[src/rtl/lap_recorder_pkg.sv]
`default_nettype none
// +----------------------------------------------------------------------+
// | lap_recorder_pkg : shared stopwatch constants, state and entry types |
// | Rev 1.0                                                              |
// +----------------------------------------------------------------------+
package lap_recorder_pkg;

    localparam int DEPTH_DEF = 8;
    localparam int IDX_W_DEF = $clog2(DEPTH_DEF);
    localparam int CNT_W_DEF = IDX_W_DEF + 1;

    typedef enum logic [0:0] {
        ST_LIVE   = 1'b0,
        ST_RECALL = 1'b1
    } state_e;

    typedef struct packed {
        logic [7:0] hours;
        logic [7:0] minutes;
        logic [7:0] seconds;
        logic [7:0] centisec;
    } snap_t;

    // Step through the valid entries 0..cnt-1, wrapping back to entry 0.
    function automatic int unsigned wrap_next(input int unsigned idx, input int unsigned cnt);
        return ((idx + 1) < cnt) ? (idx + 1) : 0;
    endfunction

endpackage
`default_nettype wire

[src/rtl/edge_detect.sv]
`default_nettype none
// +----------------------------------------------------------------------+
// | edge_detect : one-cycle pulse on a rising level                      |
// | Rev 1.0                                                              |
// +----------------------------------------------------------------------+
module edge_detect (
    input  logic clk,
    input  logic rst,
    input  logic level_i,
    output logic pulse_o
);

    logic prev_q;
    logic armed_q;

    // The first cycle after reset only samples, so a level already high
    // when reset releases never produces an event.
    always_ff @(posedge clk or posedge rst) begin
        if (rst) begin
            prev_q  <= 1'b0;
            armed_q <= 1'b0;
        end else begin
            prev_q  <= level_i;
            armed_q <= 1'b1;
        end
    end

    assign pulse_o = armed_q & level_i & ~prev_q;

endmodule
`default_nettype wire

[src/rtl/lap_recorder.sv]
`default_nettype none
// +----------------------------------------------------------------------+
// | lap_recorder : lap snapshot storage with live/recall display mux     |
// | Rev 1.0                                                              |
// +----------------------------------------------------------------------+
module lap_recorder
    import lap_recorder_pkg::*;
#(
    parameter  int DEPTH = DEPTH_DEF,
    localparam int IDX_W = $clog2(DEPTH),
    localparam int CNT_W = IDX_W + 1
) (
    input  logic             clk_100Hz,
    input  logic             rst,
    input  logic [7:0]       hours,
    input  logic [7:0]       minutes,
    input  logic [7:0]       seconds,
    input  logic [7:0]       centisec,
    input  logic             lap,
    input  logic             recall,
    input  logic             next,
    input  logic             clear,
    output logic [7:0]       disp_hours,
    output logic [7:0]       disp_minutes,
    output logic [7:0]       disp_seconds,
    output logic [7:0]       disp_centisec,
    output logic [CNT_W-1:0] lap_count,
    output logic [IDX_W-1:0] recall_idx,
    output logic             full,
    output logic             recall_active
);

    logic lap_ev;
    logic next_ev;
    logic clear_ev;

    edge_detect u_lap_ed (
        .clk     (clk_100Hz),
        .rst     (rst),
        .level_i (lap),
        .pulse_o (lap_ev)
    );

    edge_detect u_next_ed (
        .clk     (clk_100Hz),
        .rst     (rst),
        .level_i (next),
        .pulse_o (next_ev)
    );

    edge_detect u_clear_ed (
        .clk     (clk_100Hz),
        .rst     (rst),
        .level_i (clear),
        .pulse_o (clear_ev)
    );

    state_e           state_q, state_d;
    logic [CNT_W-1:0] count_q, count_d;
    logic [IDX_W-1:0] idx_q, idx_d;
    snap_t            disp_q, disp_d;
    snap_t            mem_q [DEPTH];

    snap_t            live_snap;
    logic             full_w;
    logic             lap_accept;

    assign live_snap  = '{hours: hours, minutes: minutes, seconds: seconds, centisec: centisec};
    assign full_w     = (count_q == CNT_W'(DEPTH));
    assign lap_accept = lap_ev & ~clear_ev & ~full_w;

    always_ff @(posedge clk_100Hz or posedge rst) begin
        if (rst) begin
            state_q <= ST_LIVE;
            count_q <= '0;
            idx_q   <= '0;
            disp_q  <= '0;
        end else begin
            state_q <= state_d;
            count_q <= count_d;
            idx_q   <= idx_d;
            disp_q  <= disp_d;
        end
    end

    always_comb begin
        state_d = state_q;
        count_d = count_q;
        idx_d   = idx_q;
        disp_d  = '0;

        state_d = recall ? ST_RECALL : ST_LIVE;

        if (clear_ev) begin
            count_d = '0;
        end else if (lap_accept) begin
            count_d = count_q + CNT_W'(1);
        end

        // The wrap point uses count_q, i.e. the count before any lap this cycle.
        if (clear_ev) begin
            idx_d = '0;
        end else if ((state_q == ST_LIVE) && recall) begin
            idx_d = '0;
        end else if ((state_q == ST_RECALL) && next_ev && (count_q != '0)) begin
            idx_d = IDX_W'(wrap_next(32'(idx_q), 32'(count_q)));
        end

        if (state_q == ST_LIVE) begin
            disp_d = live_snap;
        end else if (count_q != '0) begin
            disp_d = mem_q[idx_q];
        end
    end

    // Entries beyond lap_count are never shown, so the array needs no reset.
    always_ff @(posedge clk_100Hz) begin
        if (lap_accept) begin
            mem_q[count_q[IDX_W-1:0]] <= live_snap;
        end
    end

    assign disp_hours    = disp_q.hours;
    assign disp_minutes  = disp_q.minutes;
    assign disp_seconds  = disp_q.seconds;
    assign disp_centisec = disp_q.centisec;
    assign lap_count     = count_q;
    assign recall_idx    = idx_q;
    assign full          = full_w;
    assign recall_active = (state_q == ST_RECALL);

endmodule
`default_nettype wire
[config.mk]
export PLATFORM = sky130hd
export DESIGN_NAME = lap_recorder
export DESIGN_NICKNAME = d
export VERILOG_FILES = /design/src/rtl/lap_recorder_pkg.sv /design/src/rtl/edge_detect.sv /design/src/rtl/lap_recorder.sv
export SDC_FILE = /design/constraint.sdc
export NUM_CORES = 1
export LEC_CHECK = 0
export BUFFER_PORTS_ARGS = -buffer_cell sky130_fd_sc_hd__buf_2
export CAP_MARGIN = 15
export CORE_ASPECT_RATIO = 1.5
export CORE_UTILIZATION = 30
export DETAILED_ROUTE_END_ITERATION = 6
export GPL_TIMING_DRIVEN = 0
export SETUP_SLACK_MARGIN = 0.4
export SYNTH_ARGS = -nofsm -noshare
export SYNTH_HDL_FRONTEND = slang
export SYNTH_HIERARCHICAL = 1
export SYNTH_SLANG_ARGS = --single-unit
[constraint.sdc]
create_clock -name clk_100Hz -period 5.54 [get_ports clk_100Hz]
set_input_delay 0 -clock clk_100Hz [delete_from_list [all_inputs] [get_ports clk_100Hz]]
set_output_delay 0 -clock clk_100Hz [all_outputs]
set_load 0.02 [all_outputs]
; ---- Yosys cells after proc, flatten, opt, wreduce, memory -nomap -nowiden
; Memories as Yosys holds them, arrays and structs flattened.
; Index checks and enable logic that the tools add are counted.
[word_totals]
ramBits = 256
memories = 1
word_cells = 47
out_inout_bits = 41
reg_bits = 44
[mem_list]
columns = memory, depth, width, read_ports, rd_ports_with_merged_regs, write_ports, line_no
row1 = mem_q, 8, 32, 1, 0, 1, lap_recorder.sv:62  ; snap_t mem_q [DEPTH];
[op_classes]
mux = 11
n_reduce_logical = 6
order_cmp = 1
n_addsub = 2
bitwise = 14
n_eq_ne = 1
[ops]
columns = op, n
row1 = $mux W32, 2
row2 = $mux W3, 4
row3 = $and A1 B1 Y1, 8
row4 = $mux W4, 2
row5 = $not A1 Y1, 6
row6 = $add A3 B1 Y4 const B, 1
row7 = $add A4 B1 Y4 const B, 1
row8 = $eq A4 B4 Y1 const B, 1
row9 = $lt A4 B4 Y1, 1
row10 = $reduce_bool A4 Y1, 1
row11 = $logic_and A1 B1 Y1, 3
row12 = $mux W1, 3
row13 = $reduce_bool A3 Y1, 1
row14 = $reduce_bool A2 Y1, 1

; ---- Logic depth before layout (Yosys ltp)
[depth]
depth_word = 7
ltp_mapped = 9

; ---- Cells and area by module
; Netlist, hierarchy kept.
[modules_own_cells]
columns = mod, instances, area_per_inst_um2, cells_each
row1 = lap_recorder, 1, 11358.4, 612
row2 = edge_detect, 3, 66.3, 5

; ---- Least setup slack after synthesis
; OpenSTA, ideal clock, no wires.
[synth_timing]
path_type = register to register
startpoint = register count_q[1] (netlist: lap_count[1])
endpoint = memory mem_q[0][0] (netlist name), enable pin
arrival_ps = 3676
path_slack_ps = 1403
stages_incl_launch_ff = 7
synth_period_minus_slack_ps = 4137
cell_sequence = dfrtp_1 -> inv_1 -> ha_1 -> nand3b_1 -> nand2_1 -> or3_1 -> nor3_1
[synth_between]
elab_chain_len = 5
[synth_rtl]
columns = item, line_no
row1 = "start, declared", lap_recorder.sv:59  ; logic [CNT_W-1:0] count_q, count_d;
row2 = "start signal, assigned", lap_recorder.sv:80  ; count_q <= count_d;
row3 = $eq A4 B4 Y1, lap_recorder.sv:69  ; assign full_w = (count_q == CNT_W'(DEPTH));
row4 = $not A1 Y1, lap_recorder.sv:70  ; assign lap_accept = lap_ev & ~clear_ev & ~full_w;
row5 = $and A1 B1 Y1, lap_recorder.sv:70
row6 = $mux W1, lap_recorder.sv:118  ; if (lap_accept) begin
row7 = $mux W1 (implied by the code), lap_recorder.sv:119  ; mem_q[count_q[IDX_W-1:0]] <= live_snap;
row8 = "end, declared", lap_recorder.sv:62
; Several ways; a longest one is shown, not always the timed one.

; ---- Final worst setup path
[layout_timing]
startpoint = register count_q[1] (netlist: lap_count[1])
endpoint = memory mem_q[0][15] (netlist name), enable pin
; The elaborated chain is that of the path after synthesis.

==> metrics.txt <==
first-pass GRT wire length=38900 µm; CTS H-tree depth=1; post-synthesis cell area=0.0116 mm²; ys flop type=edfxtp_1; largest net degree at the start of global routing=28; number of global-route vias before repair=6438; Synthesis Warnings=6; asr flop ratio synth=15.2%; Post-Synthesis Cells=627; Final Non-Filler Cells=1295; Critical Path Start=lap_count[1]; Setup CP Type=reg2reg; Peak Freq=332 MHz; crit path to=mem_q[0][15]; post-layout min period=3.01 ns; final setup margin=2.53 ns; Final Skew=0.00751 ns; Die X=162 µm; reg-to-reg endpoint=mem_q[0][15]; r2r setup slk=2.53 ns; crit-path cells=inv_1 -> ha_1 -> nand3b_1 -> nand2_1 -> or3_1 -> nor3_2 -> buf_6; Yosys cell types=38; drt pass-1 iters=4; Num CTS Buffers=27; Setup Buffers After CTS=0; Slowest cell on crit path=nor3_2; clock sinks=302; hold slack=-0.000286 ns; relative slew slack=31.4%; number of synthesized flops with an enable pin=256; CTS resizes=0; layout cells sized above 1=24.3%; Worst-Margin Slew=1.02 ns; top-area cell type share of the netlist area=66.5%; number of DRC markers in iteration 0=374; Final nets=829; Design Area, Final=0.0142 mm²; CTS clock-pin slew for the worst setup and hold paths=0.07 ns; Final setup viols=0; CP Capture Type=flip-flop; reg2reg path depth=7; Overall Global Routing Usage=13.2%; Port Buffers=78; DR vias=6027; area of the core=0.0378 mm²; chip height=242 µm; Tcrit/Tclk final=54.4%; Critical R2R Launch=lap_count[1]; Remaining DRCs=0; Rows=87; Clock Latency Late Sink=0.53 ns; GRT overflow=0; peak supply drop=0.212 mV; critical path peak fanout=9; Worst Hold Class=in2async; Yosys reg bits=302; failing checks=hold timing; required time worst endpoint=5.77 ns; Initial Utilization=30.6%; DP Area=0.0129 mm²; Max Buffers Root-to-Sink=3; Placer Congestion=0.691; final WL=25300 µm; largest area contributor in the netlist=edfxtp_1; crit path buf inv count=2; Arr. time, crit path=3.25 ns; Final Max Slew Viols=0; die area=0.0393 mm²; I/O Pins=79; Startpoint Class=flip-flop; RSZ-0062 raised after global routing=no; Root Buffer=clkbuf_16; pwr dens=356 mW/mm²; endpoints failing hold=1; synthesized area per cell=18.4 µm²; CP peak stage delay=0.82 ns; Levels on crit path=7; DRT antenna net count=0; Area contributors post-synth=edfxtp_1, dfrtp_1, mux4_2, mux2i_1, a22oi_1; P&R area growth vs syn=22.8%; post-synthesis net count=671; initial antenna violation count=1; pre-CTS setup slack=2.52 ns; Via density=4.65; final setup TNS=0 ns; WL per Instance=19.6 µm; CTS tree=done; status=finished, violations left; delay-heaviest family, CP=simple AND/OR/NAND/NOR gates; LEAKAGE=4.80 nW; DP HPWL=16700 µm; Seq/Total Area, Yosys=76.5%; Max-Cap Viols=0; Inst Count DP=1207
==> how the worst min path moves through the flow <==
stage                     start            endpoint  slack (ns)
after floorplan             rst  u_clear_ed/armed_q       -0.26
after global placement      rst   u_clear_ed/prev_q       -0.12
after detailed placement    rst     u_lap_ed/prev_q       -0.11
after CTS                   rst       disp_hours[5]       0.004
after global routing        rst       disp_hours[5]        0.04
final                       rst       disp_hours[5]     -0.0003
==> layout by cell type, fill, tap and decap left out, types with 3 or more instances in the layout <==
cell type      synthesis  layout
a21oi_1                4       4
a22oi_1               31      31
and3b_1                3       3
buf_16                 0       5
buf_2                  6      84
buf_4                  9       9
buf_6                  1       5
bufinv_16              0       5
clkbuf_1              17      18
clkbuf_16              0      27
clkinv_2               0       5
clkinvlp_4             0       5
conb_1                 3       3
dfrtp_1               46      46
dlygate4sd3_1          0      38
edfxtp_1             256     256
ha_1                   6       6
inv_1                 41      40
mux2i_1               62      62
mux4_2                33      33
nand2_1                8       8
nand3_1                3       3
nor2_4                 0       6
o211ai_1              31      31
o21ai_0               29      29
o21ai_1                3       3
or3_1                  3       3
==> where the power goes <==
group          total, mW  switching (mW)  leakage, nW  internal, mW
combinational      0.484           0.304         1.46         0.180
sequential          2.59          0.0320         2.88          2.56
clock               1.98           0.819        0.451          1.16
==> worst min-delay path, stage by stage <==
cell and delay, ns:
dlygate4sd3_1 0.53, buf_2 0.13, inv_2 0.29
==> cell usage after synthesis (2+ instances only) <==
cell and number:
or3_1 3, ha_1 6, nand4_1 2, nor2_1 8, nor2b_1 2, conb_1 3, inv_1 41, dfrtp_1 46
o211ai_1 31, buf_2 6, or3b_1 2, nand3b_1 2, a22oi_1 31, xnor2_1 2, edfxtp_1 256, clkbuf_1 17
and2_1 2, buf_4 9, o21ai_0 29, nand3_1 3, a21oi_1 4, mux2i_1 62, mux4_2 33, o21ai_1 3
and3b_1 3, nand2_1 8, nor3_1 2
==> per-layer routing <==
layer	GRT usage, %	part of all wire, %	wire length (µm)	up-vias
li1	-	-	-	2778
met1	16.1	40	10100	3082
met2	23.4	53	13500	135
met3	1.85	4.8	1230	32
met4	4.50	2.1	520	0
met5	0	0	0	-
==> stage by stage <==
step | power, mW | utilization, %
floorplan | 2.91 | -
global placement | 3.09 | 33.3
detailed placement | 3.11 | 34.1
CTS | 5.10 | 37.6
global route | 5.24 | 37.6
finish | 5.05 | 37.6
==> cells by family after synthesis <==
family                   share of synthesized area, %
flip-flops                                       76.5
AO/OA/AOI/OAI                                    5.97
multiplexers                                     11.9
buffers and inverters                            2.83
AND/OR/NAND/NOR                                  1.86
adder cells (fa/ha/maj)                         0.650
other                                          0.0974
XOR/XNOR                                        0.227
==> layout make-up <==
class,instances,area (µm²)
Sequential cell,302,8840
Timing Repair Buffer,129,1020
Antenna cell,1,2.50
Inverter,41,154
Clock inverter,19,238
Fill cell,3441,23600
Buffer,33,173
Clock buffer,30,707
Tap cell,489,612
Multi-Input combinational cell,251,2450
==> registers in the layout, indices dropped and copies added (netlist names) <==
register and flops:
disp_seconds 8, u_next_ed/prev_q 1, u_next_ed/armed_q 1, u_clear_ed/prev_q 1
recall_active 1, u_clear_ed/armed_q 1, u_lap_ed/armed_q 1, mem_q 256
recall_idx 3, disp_hours 8, disp_minutes 8, u_lap_ed/prev_q 1
disp_centisec 8, lap_count 4
==> what timing repair did <==
item,in CTS,in global routing
endpoints found under the setup margin,0,0
endpoints found under the hold margin,345,0
hold buffers,38,0
Note: power is estimated with default switching activity, not from simulation.
